`config.mk`:
```
export PLATFORM = sky130hd
export DESIGN_NAME = dvma_cycle_sequencer
export DESIGN_NICKNAME = d
export VERILOG_FILES = /design/src/rtl/dvma_cycle_sequencer.sv
export SDC_FILE = /design/constraint.sdc
export NUM_CORES = 1
export LEC_CHECK = 0
export ABC_AREA = 1
export CAP_MARGIN = 20
export CORE_MARGIN = 5
export CORE_UTILIZATION = 50
export DETAILED_ROUTE_END_ITERATION = 6
export HOLD_SLACK_MARGIN = 0.15
export PLACE_DENSITY = 0.78
export SETUP_SLACK_MARGIN = 0.2
export SLEW_MARGIN = 20
export SYNTH_ARGS = -nofsm -noshare
export SYNTH_HDL_FRONTEND = slang
export SYNTH_SLANG_ARGS = --single-unit
```
`constraint.sdc`:
```
create_clock -name clk -period 1.8 [get_ports clk]
set_input_delay 0.36 -clock clk [delete_from_list [all_inputs] [get_ports clk]]
set_output_delay 0.36 -clock clk [all_outputs]
set_load 0.01 [all_outputs]
```
`src/rtl/dvma_cycle_sequencer.sv`:
```
// DVMA cycle sequencer: bus request/grant, wait-state pacing and c_s7 strobe for the U212 decoder.
// Optional grant timeout with WAITDROP recovery when DVMA_GRANT_TIMEOUT_EN is defined.
module dvma_cycle_sequencer #(
    parameter int WAIT_STATES   = 7,
    parameter int GRANT_TIMEOUT = 255
) (
    input  logic clk,
    input  logic reset_n,
    input  logic xreq,
    input  logic p1_mrdc,
    input  logic p1_mrwc,
    input  logic cpu_as_n,
    input  logic cpu_bg_n,
    output logic cpu_br_n,
    output logic cpu_bgack_n,
    output logic xen_n,
    output logic c_s7,
    output logic dvma_busy,
    output logic timeout_err
);

    localparam logic [2:0] S_IDLE     = 3'd0;
    localparam logic [2:0] S_REQ      = 3'd1;
    localparam logic [2:0] S_GRANT    = 3'd2;
    localparam logic [2:0] S_RUN      = 3'd3;
    localparam logic [2:0] S_ACK      = 3'd4;
    localparam logic [2:0] S_REL      = 3'd5;
`ifdef DVMA_GRANT_TIMEOUT_EN
    localparam logic [2:0] S_WAITDROP = 3'd6;
    localparam logic [7:0] TMO_LAST   = 8'(GRANT_TIMEOUT - 1);
`endif
    localparam logic [3:0] WAIT_LAST  = 4'(WAIT_STATES - 1);

    if (WAIT_STATES < 1 || WAIT_STATES > 15) begin : g_bad_wait_states
        $error("dvma_cycle_sequencer: WAIT_STATES must be 1..15");
    end
    if (GRANT_TIMEOUT < 1 || GRANT_TIMEOUT > 255) begin : g_bad_grant_timeout
        $error("dvma_cycle_sequencer: GRANT_TIMEOUT must be 1..255");
    end

    logic [1:0] xreq_sync_q;
    logic [1:0] mrdc_sync_q;
    logic [1:0] mrwc_sync_q;
    logic       xreq_s;
    logic       mrdc_s;
    logic       mrwc_s;

    logic [2:0] state_q, state_d;
    logic [3:0] wait_cnt_q, wait_cnt_d;

    logic br_n_q, br_n_d;
    logic bgack_n_q, bgack_n_d;
    logic xen_n_q, xen_n_d;
    logic c_s7_q, c_s7_d;
    logic busy_q, busy_d;

    assign xreq_s = xreq_sync_q[1];
    assign mrdc_s = mrdc_sync_q[1];
    assign mrwc_s = mrwc_sync_q[1];

    always_ff @(posedge clk or negedge reset_n) begin
        if (!reset_n) begin
            xreq_sync_q <= 2'b00;
            mrdc_sync_q <= 2'b00;
            mrwc_sync_q <= 2'b00;
        end else begin
            xreq_sync_q <= {xreq_sync_q[0], xreq};
            mrdc_sync_q <= {mrdc_sync_q[0], p1_mrdc};
            mrwc_sync_q <= {mrwc_sync_q[0], p1_mrwc};
        end
    end

`ifdef DVMA_GRANT_TIMEOUT_EN
    logic [7:0] tmo_cnt_q, tmo_cnt_d;
    logic       tmo_err_q, tmo_err_d;
`endif

    // Bus handshake: BR is held low in REQ until BG is low with AS high (CPU cycle
    // finished); BGACK then owns the bus from GRANT through REL.
    always_comb begin
        state_d    = state_q;
        wait_cnt_d = wait_cnt_q;
`ifdef DVMA_GRANT_TIMEOUT_EN
        tmo_cnt_d  = tmo_cnt_q;
`endif
        case (state_q)
            S_IDLE: begin
                if (xreq_s) begin
                    state_d = S_REQ;
`ifdef DVMA_GRANT_TIMEOUT_EN
                    tmo_cnt_d = 8'd0;
`endif
                end
            end
            S_REQ: begin
`ifdef DVMA_GRANT_TIMEOUT_EN
                tmo_cnt_d = tmo_cnt_q + 8'd1;
`endif
                if (!xreq_s) begin
                    state_d = S_IDLE;
                end else if (!cpu_bg_n && cpu_as_n) begin
                    state_d = S_GRANT;
`ifdef DVMA_GRANT_TIMEOUT_EN
                end else if (tmo_cnt_q == TMO_LAST) begin
                    state_d = S_WAITDROP;
`endif
                end
            end
            S_GRANT: begin
                wait_cnt_d = 4'd0;
                state_d    = S_RUN;
            end
            S_RUN: begin
                wait_cnt_d = wait_cnt_q + 4'd1;
                if (!xreq_s) begin
                    state_d = S_REL;
                end else if (wait_cnt_q == WAIT_LAST) begin
                    state_d = S_ACK;
                end
            end
            S_ACK: begin
                if (!(mrdc_s || mrwc_s)) begin
                    state_d = S_REL;
                end
            end
            S_REL: begin
                state_d = S_IDLE;
            end
`ifdef DVMA_GRANT_TIMEOUT_EN
            S_WAITDROP: begin
                if (!xreq_s) begin
                    state_d = S_IDLE;
                end
            end
`endif
            default: begin
                state_d = S_IDLE;
            end
        endcase
    end

    // Outputs are decoded from the next state and registered so they change with the state.
    always_comb begin
        br_n_d    = (state_d != S_REQ);
        bgack_n_d = !((state_d == S_GRANT) || (state_d == S_RUN) ||
                      (state_d == S_ACK)   || (state_d == S_REL));
        xen_n_d   = !((state_d == S_GRANT) || (state_d == S_RUN) || (state_d == S_ACK));
        c_s7_d    = (state_d == S_ACK);
        busy_d    = (state_d != S_IDLE);
`ifdef DVMA_GRANT_TIMEOUT_EN
        tmo_err_d = (state_q == S_REQ) && (state_d == S_WAITDROP);
`endif
    end

    always_ff @(posedge clk or negedge reset_n) begin
        if (!reset_n) begin
            state_q    <= S_IDLE;
            wait_cnt_q <= 4'd0;
            br_n_q     <= 1'b1;
            bgack_n_q  <= 1'b1;
            xen_n_q    <= 1'b1;
            c_s7_q     <= 1'b0;
            busy_q     <= 1'b0;
        end else begin
            state_q    <= state_d;
            wait_cnt_q <= wait_cnt_d;
            br_n_q     <= br_n_d;
            bgack_n_q  <= bgack_n_d;
            xen_n_q    <= xen_n_d;
            c_s7_q     <= c_s7_d;
            busy_q     <= busy_d;
        end
    end

`ifdef DVMA_GRANT_TIMEOUT_EN
    always_ff @(posedge clk or negedge reset_n) begin
        if (!reset_n) begin
            tmo_cnt_q <= 8'd0;
            tmo_err_q <= 1'b0;
        end else begin
            tmo_cnt_q <= tmo_cnt_d;
            tmo_err_q <= tmo_err_d;
        end
    end
    assign timeout_err = tmo_err_q;
`else
    assign timeout_err = 1'b0;
`endif

    assign cpu_br_n    = br_n_q;
    assign cpu_bgack_n = bgack_n_q;
    assign xen_n       = xen_n_q;
    assign c_s7        = c_s7_q;
    assign dvma_busy   = busy_q;

endmodule
```
==> results of run 1 <==
[where the power goes]
group | internal [uW] | switching (uW)
logic | 180 | 258
clock network | 86.3 | 118
registers | 518 | 76.7
total | 785 | 453
[Yosys cell counts (2+ instances only)]
cell type	count	area, sq um
dfrtp_1	15	375.4
nand2_1	9	33.78
inv_1	8	30.03
nor2_1	7	26.28
inv_2	5	18.77
nand3_1	5	25.02
o21ai_0	4	20.02
dfstp_2	3	78.83
nand2_2	3	18.77
ha_1	2	25.02
nand4_1	2	12.51
nor3_1	2	10.01
[kinds of logic (layout without fill, tap and decap cells)]
| logic type | after synthesis | after routing | synth area share [%] |
|---|---|---|---|
| simple gates | 31 | 31 | 21.84 |
| xor+xnor | 1 | 1 | 1.150 |
| compound gates | 8 | 8 | 6.239 |
| buf+inv | 14 | 29 | 7.390 |
| other cells | 1 | 1 | 0.4921 |
| fa+ha+maj | 2 | 2 | 3.284 |
| flops | 18 | 18 | 59.61 |
[flip-flops by register name (all words and copies together) (netlist names)]
name and cells:
state_q 3, dvma_busy 1, wait_cnt_q 4, cpu_bgack_n 1, mrwc_sync_q 2, c_s7 1, mrdc_sync_q 2, cpu_br_n 1
xreq_sync_q 2, xen_n 1
[stage by stage]
step                      utilization (%)  worst slack, ns  power, uW  cells  instance area [sq um]
after global routing                62.16           0.2394       1349    106                  914.6
after detailed placement            60.63           0.3329       1063    102                  892.1
after CTS                           62.16           0.2654       1258    106                  914.6
after floorplan                         -           0.5609      900.8     75                  762.0
after global placement              60.63           0.3452       1041    102                  892.1
final                               62.16           0.2948       1238    106                  914.6
[per-layer routing]
| layer | global-route usage [%] | part of all wire, % |
|---|---|---|
| met4 | 9.417 | 3.5 |
| met1 | 14.62 | 45 |
| met5 | 0 | 0 |
| met2 | 20.43 | 46 |
| met3 | 3.364 | 5.5 |
[what timing repair did]
action	CTS	global route
resized for setup	3	0
endpoints found under the hold margin	0	0
buffers inserted	0	0
setup endpoints to repair	3	0
[worst max path at each step]
stage	to	slack (ns)	from
CTS	dvma_busy	0.27	dvma_busy
detailed placement	cpu_bgack_n	0.33	cpu_as_n
global route	dvma_busy	0.24	dvma_busy
finish	dvma_busy	0.29	dvma_busy
floorplan	cpu_bgack_n	0.56	wait_cnt_q[0]
global placement	xen_n	0.35	cpu_as_n
[cell type report]
type | instances | area [sq um]
Inverter | 13 | 48.80
Sequential cell | 18 | 454.2
Fill cell | 128 | 556.8
Tap cell | 16 | 20.02
Timing Repair Buffer | 12 | 113.9
Multi-Input combinational cell | 43 | 251.5
Clock buffer | 4 | 26.28
==> results.ini, run 1 <==
[outcome]
run_status=finished clean

[synth]
async_flop_share_pct=100.0
syn_inst=75
ys_types=22
synth_nets=84
yosys_warnings=0
ys.flop_type=dfrtp_1
synth_edf_count=0
synth-seq-cells=18
ys_seq_area_share_pct=59.61
avgSynthCellArea_sq_um=10.16
synth_area_sq_um=762.0

[die]
die_h_um=49.04
initial_core_util_pct=51.79
row_count=14
dieArea_sq_mm=0.002404
pin_count=13
core_area_sq_mm=0.001471
die_w_um=49.04

[clock_tree]
holdBufCountCts=0
cts_tree=built
cts_buffer_depth=2
h-tree-depth=1
clock_sinks=18
clkTransAtPathRegs_ns=0.10
clock_latency_ns=0.29
cts_root_buffer=clkbuf_4
numCtsBuffers=3

[pwr]
powerDensity_mw_per_mm2=1353
leakage_uw=0.0004318
ir_drop_mv=0.6069

[worst_setup_path]
path_class=reg -> out
crit_path_start_kind=register
cp_cell_sequence=clkdlybuf4s50_1
path_max_fanout=1
cp_slowest_cell=clkdlybuf4s50_1
slowest_delay_ns=0.53
crit_cells=1
r2r_setup_slack_ns=0.42
worstReg2RegEnd=cpu_bgack_n
reg2reg_depth=7
critPathTopFamily=buffers and inverters
endpoint_kind=output pin
r2r_start=wait_cnt_q[0]
worstPathArrival_ns=1.15
critPathBufInv=1
crit_required_ns=1.44

[sta]
min_period_over_period_pct=83.62
setup-violations-final=0
drv_slew=0
whs_ns=0.3567
final_hold_viol_count=0
min_period_ns=1.505
fin_tns_setup_ns=0
clock_skew_ns=0.008451
max_freq_mhz=664.4
rsz0062_at_grt=no

[global_routing]
grt.overflow.total=0
grt_max_degree=19
grt_pass1_wl_um=2332
antenna_found_initial=0
grt_use_total_pct=12.84
grt_pass1_vias=538

[drt]
ant_nets=0
drt_wl_total_um=1247
drc=0
drt-initial-drc-count=6
wl_per_cell_um=11.76
detailroute.via_count=507
via_per_inst=4.783
dr.pass1.iters=4

[finish]
diodes=0
final_cell_mix=dfrtp_1, nand2_1, inv_1, clkdlybuf4s50_1, nor2_1
final_common_cell=dfrtp_1
syn_to_final_growth_pct=20.03
fin_nets=100
drive_gt1_share_pct=22.22

[worst_hold_path]
hold_depth=0
holdPathEnd=mrwc_sync_q[1]
hp-start=mrwc_sync_q[0]
hold_class=reg -> reg

[placed_design]
dp_hpwl_um=949.6
numPortBuffers=11
gp_congestion=0.8081

[run]
cap_violations=0

Note: power is estimated with default switching activity, not from simulation.
==> inputs of run 2 (changes only) <==
CORE_UTILIZATION = 44   (was 50)
PLACE_DENSITY = 0.73   (was 0.78)
clock period = 1.25 ns   (was 1.8 ns; I/O delays follow)
==> run 2 against run 1 <==
  * The flow now finishes with violations (setup timing)
  * Wire length grew 12%
  * Design area rose by 16%
  * Sequential power is 47% higher
  * Sequential share of layout area shrank 6.9 points
  * Clock skew fell by 0.0036 ns
  * Global-route usage decreased by 0.80 points
  * Non-clock buffer count grew 10
  * Critical endpoint is now dvma_busy
==> results.ini, run 2 (synthesis results as in run 1) <==
[pwr]
total_power_uw=2169
powerDensity_mw_per_mm2=2044
ir_drop_mv=0.9911
leakage_uw=0.0005020

[sta]
clock_skew_ns=0.004886
max_freq_mhz=788.9
rsz0062_at_grt=yes
min_period_ns=1.268
final_hold_viol_count=0
drv_slew=0
fin_tns_setup_ns=-0.02813
min_period_over_period_pct=101.4
setup_ws_ns=-0.01755
setup-violations-final=3

[clock_tree]
clock_latency_ns=0.29
cts_buffer_depth=2
holdBufCountCts=0
cts_root_buffer=clkbuf_4
clkTransAtPathRegs_ns=0.10
numCtsBuffers=3
h-tree-depth=1
cts_tree=built
clock_sinks=18

[worst_setup_path]
worst_setup_path_startpoint=wait_cnt_q[0]
path_class=reg -> reg
path_max_fanout=5
crit_required_ns=1.43
endpoint_kind=register
worstPathArrival_ns=1.44
r2r_start=wait_cnt_q[0]
r2r_setup_slack_ns=-0.02
crit_path_start_kind=register
reg2reg_depth=7

[outcome]
run_status=finished with violations
violations=setup timing

[finish]
final_cell_mix=dfrtp_1, buf_4, nand2_1, inv_1, nor2_1
final_common_cell=dfrtp_1
fillers=142
multi_input_area_sq_um=307.8
fin_nets=110
largest-register=wait_cnt_q
largest_register_ffs=4
regArea_sq_um=454.2
diodes=0
reg.largest.list=wait_cnt_q x4, state_q x3
syn_to_final_growth_pct=39.24
drive_gt1_share_pct=42.00

[drt]
drt_wl_total_um=1400
via_per_inst=4.863
drc=0
wl_per_cell_um=11.97
detailroute.via_count=569
dr.pass1.iters=3
drt-initial-drc-count=5
ant_nets=0

[global_routing]
grt.overflow.total=0
grt_pass1_wl_um=2359
grt_max_degree=19
grt_pass1_vias=560
antenna_found_initial=0
grt_use_total_pct=12.04

[die]
pin_count=13
core_area_sq_mm=0.001689
initial_core_util_pct=45.11
die_w_um=51.62
die_h_um=51.62
row_count=15
dieArea_sq_mm=0.002664

[run]
cap_violations=0

[worst_hold_path]
hold_class=in -> async

[placed_design]
gp_congestion=0.8075
numPortBuffers=11
dp_hpwl_um=927.9

## run 2: cell types whose count changed in the layout (fill, tap and decap cells not counted), moves of 2 or more
cell,previous run,this run
o21ai_0,4,2
buf_2,0,2
clkdlybuf4s50_1,8,6
buf_4,1,10
dlygate4sd2_1,3,0
nand3_1,5,3
buf_6,0,4
## run 2: area by class of cell
cell class / count / area share (%)
clock buffers: 4 / 3.420
inverters: 13 / 4.835
multi-input cells: 43 / 29.01
flip-flops and latches: 18 / 42.81
well taps: 17 / 2.005
repair buffers: 22 / 17.92
## run 2: worst paths after layout
path,end
min in group clk,mrwc_sync_q[1]
setup / recovery,dvma_busy
max in group asynchronous,cpu_br_n
hold reg to reg,mrwc_sync_q[1]
hold / removal,wait_cnt_q[1]
setup reg to reg,dvma_busy
## run 2: power breakdown
group | internal [uW] | total, uW | leakage, uW | switching (uW)
logic | 467 | 949 | 0.000261 | 482
clock network | 177 | 348 | 0.0000210 | 171
registers | 747 | 872 | 0.000220 | 125
## run 2: layer usage
layer / global-route usage (%) / up-vias / share of wire [%]
met5: 0 / - / 0
met4: 6.114 / 0 / 0.86
met3: 4.011 / 2 / 4.2
met2: 19.28 / 9 / 55
met1: 14.34 / 275 / 40
li1: - / 283 / -
## run 2: worst max-delay path, stage by stage (launching register included)
cell and delay, ns:
dfrtp_1 0.40, inv_2 0.08, ha_4 0.14, nand3_4 0.09, o21ai_4 0.17, nand3_4 0.11, nor2_1 0.11, nand2_1 0.06
## run 2: timing repair
action | in CTS | in global routing
resized for setup | 27 | 6
endpoints found under the setup margin | 14 | 16
pin swaps | 4 | 6
endpoints found under the hold margin | 0 | 0
buffers inserted | 2 | 4
## run 2: stage by stage
step / setup WS (ns) / std cells / hold slack (ns) / utilization (%) / cell area (sq um)
6_report: -0.01755 / 117 / 0.2701 / 62.81 / 1061
4_1_cts: -0.01411 / 113 / 0.2709 / 59.26 / 1001
3_5_place_dp: -0.1170 / 107 / 0.3358 / 55.93 / 944.7
5_1_grt: -0.1106 / 117 / 0.3094 / 62.81 / 1061
3_3_place_gp: -0.1141 / 107 / 0.3317 / 55.93 / 944.7
2_1_floorplan: 0.04278 / 75 / -0.04559 / - / 783.3
